## config.mk

```make
export PLATFORM = sky130hd
export DESIGN_NAME = key_melody_recorder
export DESIGN_NICKNAME = d
export VERILOG_FILES = /design/src/rtl/key_melody_recorder.sv
export SDC_FILE = /design/constraint.sdc
export NUM_CORES = 1
export LEC_CHECK = 0
export BUFFER_PORTS_ARGS = -buffer_cell sky130_fd_sc_hd__buf_2
export CAP_MARGIN = 15
export CORE_MARGIN = 8
export CORE_UTILIZATION = 53
export CTS_CLUSTER_SIZE = 16
export DETAILED_ROUTE_END_ITERATION = 10
export PLACE_DENSITY = 0.68
export SLEW_MARGIN = 20
export SYNTH_ARGS = -nofsm -noshare
export SYNTH_HDL_FRONTEND = slang
export SYNTH_SLANG_ARGS = --single-unit
```

## constraint.sdc

```tcl
create_clock -name sys_clk -period 3.8 [get_ports sys_clk]
set_input_delay 0.38 -clock sys_clk [delete_from_list [all_inputs] [get_ports sys_clk]]
set_output_delay 0.38 -clock sys_clk [all_outputs]
set_load 0.005 [all_outputs]
```

## src/rtl/key_melody_recorder.sv

```systemverilog
// -----------------------------------------------------------------------------
// key_melody_recorder
//
// Purpose:
//   Sits between the keypad scanner's locked key code and the tone decoder.
//   The block has three states:
//     IDLE : forwards the live key code, registered, to the tone decoder.
//     REC  : forwards the live key code and also run-length encodes it into
//            (code, duration) segments in an internal buffer.
//     PLAY : replays the buffer to the tone decoder in place of the keypad.
//   Durations are counted in ticks. One tick is TICK_DIV sys_clk cycles, and
//   the tick counter restarts whenever REC or PLAY is entered.
//
// Ports:
//   sys_clk     in   system clock; all logic runs on the rising edge
//   sys_rst     in   asynchronous, active-high reset
//   key_in      in   locked key code from the scanner (4'hF = no key)
//   rec_start   in   single-cycle pulse that begins recording (IDLE only)
//   play_start  in   single-cycle pulse that begins playback (IDLE only,
//                    and only when count > 0)
//   stop        in   single-cycle pulse that ends record or play; it takes
//                    priority over rec_start, which takes priority over
//                    play_start
//   key_out     out  key code to the tone decoder (4'hF = silence)
//   recording   out  high while in REC
//   playing     out  high while in PLAY
//   full        out  the buffer holds DEPTH segments
//   count       out  number of stored segments
//
// Configuration:
//   LOOP_EN     when defined, playback wraps from the last entry back to
//               entry 0 and continues until stop. When it is not defined,
//               playback makes a single pass and then returns to IDLE.
// -----------------------------------------------------------------------------
module key_melody_recorder #(
  parameter int DEPTH    = 16,
  parameter int DUR_W    = 8,
  parameter int TICK_DIV = 100000
) (
  input  logic                       sys_clk,
  input  logic                       sys_rst,
  input  logic [3:0]                 key_in,
  input  logic                       rec_start,
  input  logic                       play_start,
  input  logic                       stop,
  output logic [3:0]                 key_out,
  output logic                       recording,
  output logic                       playing,
  output logic                       full,
  output logic [$clog2(DEPTH+1)-1:0] count
);

  localparam int CNT_W  = $clog2(DEPTH + 1);
  localparam int PTR_W  = $clog2(DEPTH);
  localparam int TICK_W = (TICK_DIV > 1) ? $clog2(TICK_DIV) : 1;

  localparam logic [DUR_W-1:0]  DUR_MAX    = '1;
  localparam logic [3:0]        KEY_NONE   = 4'hF;
  localparam logic [CNT_W-1:0]  COUNT_FULL = CNT_W'(DEPTH);
  localparam logic [TICK_W-1:0] TICK_LAST  = TICK_W'(TICK_DIV - 1);

`ifdef LOOP_EN
  localparam bit LOOP = 1'b1;
`else
  localparam bit LOOP = 1'b0;
`endif

  typedef enum logic [1:0] {
    ST_IDLE = 2'd0,
    ST_REC  = 2'd1,
    ST_PLAY = 2'd2
  } state_t;

  state_t              state_q,     state_d;
  logic [3:0]          key_out_q,   key_out_d;
  logic                recording_q, recording_d;
  logic                playing_q,   playing_d;
  logic                full_q,      full_d;
  logic [CNT_W-1:0]    count_q,     count_d;
  logic [TICK_W-1:0]   tick_cnt_q,  tick_cnt_d;
  logic [3:0]          cur_code_q,  cur_code_d;
  logic [DUR_W-1:0]    dur_q,       dur_d;
  logic [PTR_W-1:0]    rd_ptr_q,    rd_ptr_d;
  logic [DUR_W-1:0]    remain_q,    remain_d;

  // The segment buffer is small and must deliver the next entry on the same
  // edge that the current one expires, so it is read combinationally.
  logic [3:0]       code_mem [DEPTH];
  logic [DUR_W-1:0] dur_mem  [DEPTH];

  logic             tick;
  logic [DUR_W-1:0] dur_eff;
  logic             last_entry;
  logic [PTR_W-1:0] rd_ptr_next;
  logic [PTR_W-1:0] rd_addr;
  logic [3:0]       rd_code;
  logic [DUR_W-1:0] rd_dur;
  logic             wr_en;
  logic [PTR_W-1:0] wr_addr;
  logic [3:0]       wr_code;
  logic [DUR_W-1:0] wr_dur;

  // Tick, effective duration and read-address selection
  always_comb begin
    tick = (state_q != ST_IDLE) && (tick_cnt_q == TICK_LAST);

    // A tick that lands on the same edge as a key change still belongs to
    // the segment that is ending, so the duration is bumped before the
    // segment is written.
    dur_eff = dur_q;
    if (tick && (dur_q != DUR_MAX)) begin
      dur_eff = dur_q + DUR_W'(1);
    end

    last_entry  = (CNT_W'(rd_ptr_q) + CNT_W'(1)) == count_q;
    rd_ptr_next = last_entry ? '0 : rd_ptr_q + PTR_W'(1);

    // In IDLE, entry 0 is presented for a possible play_start. In PLAY, the
    // entry after the current one is presented.
    rd_addr = (state_q == ST_PLAY) ? rd_ptr_next : '0;
    rd_code = code_mem[rd_addr];
    rd_dur  = dur_mem[rd_addr];
  end

  // Next-state logic
  always_comb begin
    state_d    = state_q;
    key_out_d  = key_out_q;
    full_d     = full_q;
    count_d    = count_q;
    cur_code_d = cur_code_q;
    dur_d      = dur_q;
    rd_ptr_d   = rd_ptr_q;
    remain_d   = remain_q;
    wr_en      = 1'b0;
    wr_addr    = count_q[PTR_W-1:0];
    wr_code    = cur_code_q;
    wr_dur     = dur_eff;

    if (state_q == ST_IDLE) begin
      tick_cnt_d = '0;
    end else if (tick) begin
      tick_cnt_d = '0;
    end else begin
      tick_cnt_d = tick_cnt_q + TICK_W'(1);
    end

    case (state_q)
      ST_IDLE: begin
        key_out_d = key_in;
        if (stop) begin
          // stop outranks the start commands and has nothing to end here
        end else if (rec_start) begin
          state_d    = ST_REC;
          count_d    = '0;
          full_d     = 1'b0;
          cur_code_d = key_in;
          dur_d      = '0;
          tick_cnt_d = '0;
        end else if (play_start && (count_q != '0)) begin
          state_d    = ST_PLAY;
          rd_ptr_d   = '0;
          key_out_d  = rd_code;
          remain_d   = rd_dur;
          tick_cnt_d = '0;
        end
      end

      ST_REC: begin
        key_out_d = key_in;
        dur_d     = dur_eff;
        if (stop || (key_in != cur_code_q)) begin
          // Segments shorter than one tick are glitches and are dropped.
          // Once the buffer is full, further segments are discarded.
          if ((dur_eff != '0) && (count_q != COUNT_FULL)) begin
            wr_en   = 1'b1;
            count_d = count_q + CNT_W'(1);
            full_d  = (count_q + CNT_W'(1)) == COUNT_FULL;
          end
          cur_code_d = key_in;
          dur_d      = '0;
        end
        if (stop) begin
          state_d = ST_IDLE;
        end
      end

      ST_PLAY: begin
        if (stop) begin
          state_d   = ST_IDLE;
          key_out_d = KEY_NONE;
        end else if (tick) begin
          if (remain_q <= DUR_W'(1)) begin
            if (last_entry && !LOOP) begin
              state_d   = ST_IDLE;
              key_out_d = KEY_NONE;
            end else begin
              rd_ptr_d  = rd_ptr_next;
              key_out_d = rd_code;
              remain_d  = rd_dur;
            end
          end else begin
            remain_d = remain_q - DUR_W'(1);
          end
        end
      end

      default: begin
        state_d   = ST_IDLE;
        key_out_d = KEY_NONE;
      end
    endcase

    recording_d = (state_d == ST_REC);
    playing_d   = (state_d == ST_PLAY);
  end

  always_ff @(posedge sys_clk or posedge sys_rst) begin
    if (sys_rst) begin
      state_q     <= ST_IDLE;
      key_out_q   <= KEY_NONE;
      recording_q <= 1'b0;
      playing_q   <= 1'b0;
      full_q      <= 1'b0;
      count_q     <= '0;
      tick_cnt_q  <= '0;
      cur_code_q  <= KEY_NONE;
      dur_q       <= '0;
      rd_ptr_q    <= '0;
      remain_q    <= '0;
    end else begin
      state_q     <= state_d;
      key_out_q   <= key_out_d;
      recording_q <= recording_d;
      playing_q   <= playing_d;
      full_q      <= full_d;
      count_q     <= count_d;
      tick_cnt_q  <= tick_cnt_d;
      cur_code_q  <= cur_code_d;
      dur_q       <= dur_d;
      rd_ptr_q    <= rd_ptr_d;
      remain_q    <= remain_d;
    end
  end

  // The buffer contents are not reset. Clearing count is enough to make the
  // buffer logically empty.
  always_ff @(posedge sys_clk) begin
    if (wr_en) begin
      code_mem[wr_addr] <= wr_code;
      dur_mem[wr_addr]  <= wr_dur;
    end
  end

  assign key_out   = key_out_q;
  assign recording = recording_q;
  assign playing   = playing_q;
  assign full      = full_q;
  assign count     = count_q;

endmodule
```

==> run_results.csv, run 1 <==
group,metric,value,unit
grt,overflow,0,
sta,rsz0062_at_grt,"no",
clocking,clk_pin_slew,0.07,ns
final_layout,final_core_util,61.4,%
setup_path,crit_fanout,17,
sta,finalSetupViolCount,0,
sta,drv_slew,0,
synth,seq_area_frac_synth,63.0,%
power,p_per_area,462,mW/mm²
clocking,numClockSinks,247,
power,p_leak,5.08,nW
setup_path,reg2reg_from,"tick_cnt_q[0]",
setup_path,path_cells,"ha_1 -> and4_1 -> nand4b_4 -> o31a_1 -> o211ai_1 -> o41ai_4 -> nor2_2 -> buf_4 -> and3_1",
clocking,clk_latency,0.54,ns
sta,finalCritPeriodShare,92.0,%
synth,synth-seq-cells,247,
flow_run,max_cap_viol_count,0,
synth,async_reset_ff_share,22.3,%
die,dieArea,0.0264,mm²
grt,grtUsageMet1,29.0,%
setup_path,cp-end-kind,"flip-flop",
sta,hold_viol_final,0,
final_layout,final_common_cell,"edfxtp_1",
drt,avgRoutedWirePerCell,26.1,µm
status,status,"complete, no violations",
setup_path,worstPathRequired,3.95,ns
place,gp_congestion,0.964,
place,numPortBuffers,20,
sta,finalSetupTns,0,ns
setup_path,crit_type,"flip-flop to flip-flop",
grt,grt_pass1_vias,7740,
die,initial_utilization,54.0,%
synth,synthMuxAreaShare,6.96,%
grt,grt.met3_usage,5.66,%
clocking,cts_root_buf,"clkbuf_16",
grt,grt_max_degree,33,
die,die_h,162,µm
drt,drt-pass1-iter-count,5,
power,power,5.96,mW
grt,antenna_found_initial,1,
drt,first_iter_violations,828,
setup_path,slowest_delay,0.74,ns
place,dp_hpwl,21.2,mm
drt,drc,0,
final_layout,area_delta_synth_final,13.6,%
die,core-area,0.0210,mm²
synth,syn_area_per_cell,13.5,µm²
clocking,htreeDepth,1,
clocking,ctsResizeCount,0,
setup_path,cp.arrival,3.65,ns
power,ir_drop,0.000368,V
clocking,cts-buffers-inserted,26,
synth,syn_inst,844,
synth,synth-adder-area-share,1.10,%
drt,drt-total-wl,30.9,mm
grt,grt_usage,23.6,%
die,die_w,162,µm
final_layout,drive_gt1_share,17.3,%
min_path,hold_path.class,"primary input to flip-flop",
setup_path,worstSetupStartpoint,"tick_cnt_q[0]",
clocking,cts_tree,"done",
die,num_rows,53,
synth,netlist_area,0.0114,mm²
sta,tightestPinTransition,0.847,ns
sta,hold_slack,0.0909,ns
synth,synth_warnings,0,
sta,setup_ws,0.303,ns
grt,grt_busiest_layer,"met2",
final_layout,layout_common_cells,"192 x edfxtp_1, 61 x mux2i_1, 58 x nand2_1",
synth,synth-simple-area-share,11.7,%
final_layout,fill_cells,1582,
synth,synth_flop_cell,"edfxtp_1",
clocking,hold_buffers,1,
drt,ant_nets,0,
drt,vias_per_cell,6.52,
final_layout,num_antenna_cells,0,
drt,vias,7715,
final_layout,seqCellArea,0.00715,mm²
synth,syn-num-nets,863,
setup_path,cp-start-kind,"flip-flop",
die,ios,21,
final_layout,multi_input_area,0.00397,mm²
sta,relSlewSlack,43.5,%
place,pre_cts_ws,0.324,ns
synth,synth-compound-area-share,11.4,%
synth,synth-xor-area-share,3.45,%
sta,fin_crit,3.50,ns
setup_path,cp_slowest_cell,"and3_1",
sta,timing.fmax,0.286,GHz
synth,synthDistinctLibCells,80,
clocking,cts_buffer_depth,3,
final_layout,finish.net_count,908,
synth,synth_top_family_by_area,"simple AND/OR/NAND/NOR gates",
sta,fin_worst_skew,0.0219,ns
grt,gr-usage-met2,38.9,%
grt,grt_pass1_wl,47.3,mm
synth,synth-edff-count,192,
clocking,cts_setup_buffers,0,
min_path,hp-start,"stop",
-- area by class of cell --
class	instances	area share, %
sequential	247	55.4
multi-input combinational	537	30.8
clock buffer	34	5.83
timing repair buffer	63	3.49
tap	275	2.67
clock inverter	14	1.38
inverter	14	0.407
-- per-layer routing --
layer / wire length [µm] / up-vias / share of wire (%)
met3: 2860 / 87 / 9.3
met4: 1500 / 0 / 4.9
met5: 0 / - / 0
met1: 11600 / 3861 / 38
met2: 15000 / 399 / 48
li1: - / 3368 / -
-- cell usage after synthesis, types with 9 or more instances --
cell | n | share of area [%]
edfxtp_1 | 192 | 51
clkbuf_1 | 26 | 0.86
ha_1 | 10 | 1.1
a311oi_1 | 16 | 1.2
buf_2 | 12 | 0.53
o21ai_0 | 14 | 0.62
xnor2_1 | 13 | 1.0
or3_1 | 9 | 0.50
mux2_2 | 9 | 0.89
a211oi_1 | 19 | 1.3
nor2_1 | 56 | 1.9
nor3_1 | 17 | 0.75
nand2_1 | 58 | 1.9
dfrtp_1 | 47 | 10
and2_1 | 10 | 0.55
nand3_1 | 20 | 0.88
nand4_1 | 9 | 0.50
and3_1 | 21 | 1.2
a21oi_1 | 22 | 0.97
inv_1 | 14 | 0.46
nor2b_1 | 12 | 0.66
a32o_1 | 9 | 0.79
mux2i_1 | 61 | 5.4
xor2_1 | 13 | 1.0
o22ai_1 | 16 | 0.88
-- kinds of logic after synthesis --
| kind of cell | Yosys count |
|---|---|
| AND/OR/NAND/NOR | 251 |
| flip-flops | 247 |
| buffers and inverters | 60 |
| AO/OA/AOI/OAI | 167 |
| adder cells (fa/ha/maj) | 10 |
| XOR/XNOR | 35 |
| multiplexers | 74 |
-- flip-flops by register name (all words and copies together), names as in the netlist --
register    cells
dur_mem       128
code_mem       64
tick_cnt_q     17
dur_q           8
remain_q        8
count           5
cur_code_q      4
key_out         4
rd_ptr_q        4
state_q         2
full            1
playing         1
recording       1
-- through the flow --
stage | instance area [µm²] | cells
2_1_floorplan | 11400 | 844
3_3_place_gp | 12000 | 1135
4_1_cts | 12900 | 1184
5_1_grt | 12900 | 1184
6_report | 12900 | 1184
3_5_place_dp | 12000 | 1135
-- final timing paths --
path                       depth (start not counted)  slack [ns]       endpoint
max                                                9        0.30  dur_mem[0][3]
min                                                2        0.09     state_q[0]
max reg2reg                                        9        0.30  dur_mem[0][3]
min reg2reg                                        1        0.48  tick_cnt_q[0]
max in group asynchronous                          4        2.47  cur_code_q[1]
min in group asynchronous                          3        0.47        playing
-- power breakdown --
part | switching [mW] | total (mW) | internal, mW
registers | 0.0562 | 3.02 | 2.96
logic | 0.160 | 0.248 | 0.0880
clock network | 1.03 | 2.70 | 1.66
total | 1.25 | 5.96 | 4.71
-- worst max-delay path: cells and delay by family (launching register included) --
family	cells	cell delay (ns)
flip-flops	1	0.38
AND/OR/NAND/NOR	4	1.43
buffers and inverters	1	0.22
AO/OA/AOI/OAI	3	0.87
adder cells (fa/ha/maj)	1	0.22
Power figures use the tool's default switching activity.
==> run 2, diff against run 1 <==
--- a/config.mk
+++ b/config.mk
@@ -9,9 +9,8 @@
 export CAP_MARGIN = 15
 export CORE_MARGIN = 8
 export CORE_UTILIZATION = 53
-export CTS_CLUSTER_SIZE = 16
 export DETAILED_ROUTE_END_ITERATION = 10
-export PLACE_DENSITY = 0.68
+export PLACE_DENSITY = 0.76
 export SLEW_MARGIN = 20
 export SYNTH_ARGS = -nofsm -noshare
 export SYNTH_HDL_FRONTEND = slang
==> run 2 against run 1 <==
Fmax grew 2.1%. Non-clock buffer count shrank 10. Clock skew grew 0.0053 ns. Combinational power shrank 13%. Setup slack gained 0.072 ns. Global-route usage shrank 1.9 points. Cell count shrank 0.93%. Total power shrank 2.9%. Clock power shrank 6%. Count of clock-buffer cells in the layout shrank 2. Critical path type unchanged. Critical endpoint is now key_out[2]. Largest cell class unchanged.
==> run_results.csv, run 2 (synthesis gave the netlist of run 1 again) <==
group,metric,value,unit
clocking,cts_setup_buffers,0,
status,status,"complete, no violations",
place,gp_congestion,0.984,
final_layout,final_core_util,60.7,%
grt,grt_max_degree,36,
drt,drc,0,
setup_path,cp-end-kind,"flip-flop",
drt,ant_nets,0,
sta,drv_slew,0,
sta,finalCritPeriodShare,90.1,%
place,placed_cells,1125,
clocking,cts-buffers-inserted,26,
final_layout,largestRegisters,"dur_mem (128), code_mem (64), tick_cnt_q (17)",
grt,grt_usage,21.7,%
clocking,htreeDepth,1,
sta,finalSetupViolCount,0,
die,initial_utilization,54.0,%
sta,hold_viol_final,0,
place,dp_hpwl,18.9,mm
die,dieArea,0.0264,mm²
power,p_leak,4.99,nW
power,ir_drop,0.000441,V
drt,first_iter_violations,978,
drt,drt-total-wl,28.7,mm
setup_path,cp.arrival,3.86,ns
min_path,hold_path.class,"primary input to flip-flop",
sta,relSlewSlack,49.8,%
setup_path,critPathBufInv,3,
sta,tightestPinTransition,0.748,ns
power,p_per_area,454,mW/mm²
clocking,clk_latency,0.56,ns
clocking,cts_root_buf,"clkbuf_16",
place,numPortBuffers,20,
drt,vias_per_cell,6.39,
setup_path,critical_path.most_common_cell,"buf_4",
clocking,clk_pin_slew,0.07,ns
sta,finalSetupTns,0,ns
final_layout,finish.net_count,898,
clocking,numClockSinks,247,
die,num_rows,53,
setup_path,worstPathRequired,4.24,ns
grt,overflow,0,
setup_path,crit_family,"compound AO/OA/AOI/OAI gates",
die,core-area,0.0210,mm²
setup_path,path_cells,"ha_1 -> nand3_1 -> xnor2_2 -> o41ai_2 -> buf_12 -> buf_4 -> nor3_1 -> a2111oi_0 -> buf_4 -> a311oi_1 -> nor4_1",
die,die_h,162,µm
final_layout,num_antenna_cells,0,
final_layout,final_area,0.0128,mm²
grt,grt_pass1_vias,7149,
setup_path,cp_slowest_cell,"o41ai_2",
setup_path,cp-start-kind,"flip-flop",
clocking,cts_tree,"done",
setup_path,slowest_delay,0.47,ns
final_layout,area_delta_synth_final,12.3,%
drt,vias,7497,
final_layout,layout_common_cells,"192 x edfxtp_1, 61 x mux2i_1, 58 x nand2_1",
sta,rsz0062_at_grt,"no",
drt,drt-pass1-iter-count,8,
final_layout,regMostFlops,"dur_mem",
final_layout,fin_cells,1173,
final_layout,largest_reg_flops,128,
flow_run,max_cap_viol_count,0,
die,die_w,162,µm
place,placed_cell_area,0.0119,mm²
setup_path,crit_fanout,30,
die,ios,21,
clocking,cts_buffer_depth,3,
grt,antenna_found_initial,0,
sta,fin_worst_skew,0.0272,ns
drt,avgRoutedWirePerCell,24.5,µm
clocking,ctsResizeCount,0,
grt,grt_pass1_wl,43.6,mm
final_layout,drive_gt1_share,15.7,%
final_layout,final_common_cell,"edfxtp_1",
setup_path,crit_type,"flip-flop to flip-flop",
sta,fin_crit,3.43,ns
sta,timing.fmax,0.292,GHz
[run 2: cell count changes in the layout (fill, tap and decap cells not counted)]
| cell | before | now |
|---|---|---|
| clkbuf_1 | 2 | 5 |
| clkinv_1 | 2 | 4 |
| bufinv_16 | 4 | 3 |
| clkinv_16 | 0 | 1 |
| clkinv_2 | 4 | 5 |
| clkinvlp_4 | 4 | 2 |
| clkbuf_16 | 27 | 26 |
| buf_4 | 40 | 30 |
| clkbuf_8 | 5 | 1 |
[run 2: routing by layer]
layer / vias up / track usage, % / share of wire [%]
met2: 402 / 33.3 / 45
li1: 3350 / - / -
met3: 95 / 4.12 / 8.8
met1: 3650 / 29.4 / 40
met4: 0 / 10.4 / 5.5
met5: - / 0 / 0
[run 2: worst paths after layout]
check / endpoint / slack (ns) / from / cells past startpoint
worst min register to register: tick_cnt_q[0] / 0.49 / tick_cnt_q[0] / 1
worst min-delay path: state_q[0] / 0.10 / stop / 2
worst max-delay path: key_out[2] / 0.37 / rd_ptr_q[1] / 11
min in group asynchronous: full / 0.51 / sys_rst / 3
worst max register to register: key_out[2] / 0.37 / rd_ptr_q[1] / 11
max in group asynchronous: remain_q[1] / 2.45 / sys_rst / 4
[run 2: what timing repair did]
item                                   CTS  global route
setup endpoints to repair                0             0
endpoints found under the hold margin   26             0
hold buffers                             1             0
[run 2: power by group]
group,leakage (nW),internal [mW],switching (mW),total (mW)
registers,2.79,2.96,0.0747,3.04
logic,1.79,0.0848,0.132,0.217
clock network,0.413,1.49,1.05,2.54
[run 2: area by class of cell]
cell class / count / area, µm²
clock inverter: 15 / 175
tap: 275 / 344
timing repair buffer: 53 / 375
inverter: 14 / 52.6
multi-input combinational: 537 / 3970
clock buffer: 32 / 683
sequential: 247 / 7150
fill: 1573 / 8270
[run 2: through the flow]
stage | total power [mW] | setup slack [ns] | hold WS (ns)
floorplan | 3.20 | 0.447 | 0.447
global placement | 3.29 | 0.473 | 0.466
detailed placement | 3.30 | 0.419 | 0.483
global route | 5.95 | 0.151 | 0.0985
CTS | 5.80 | 0.392 | 0.0881
finish | 5.79 | 0.374 | 0.102
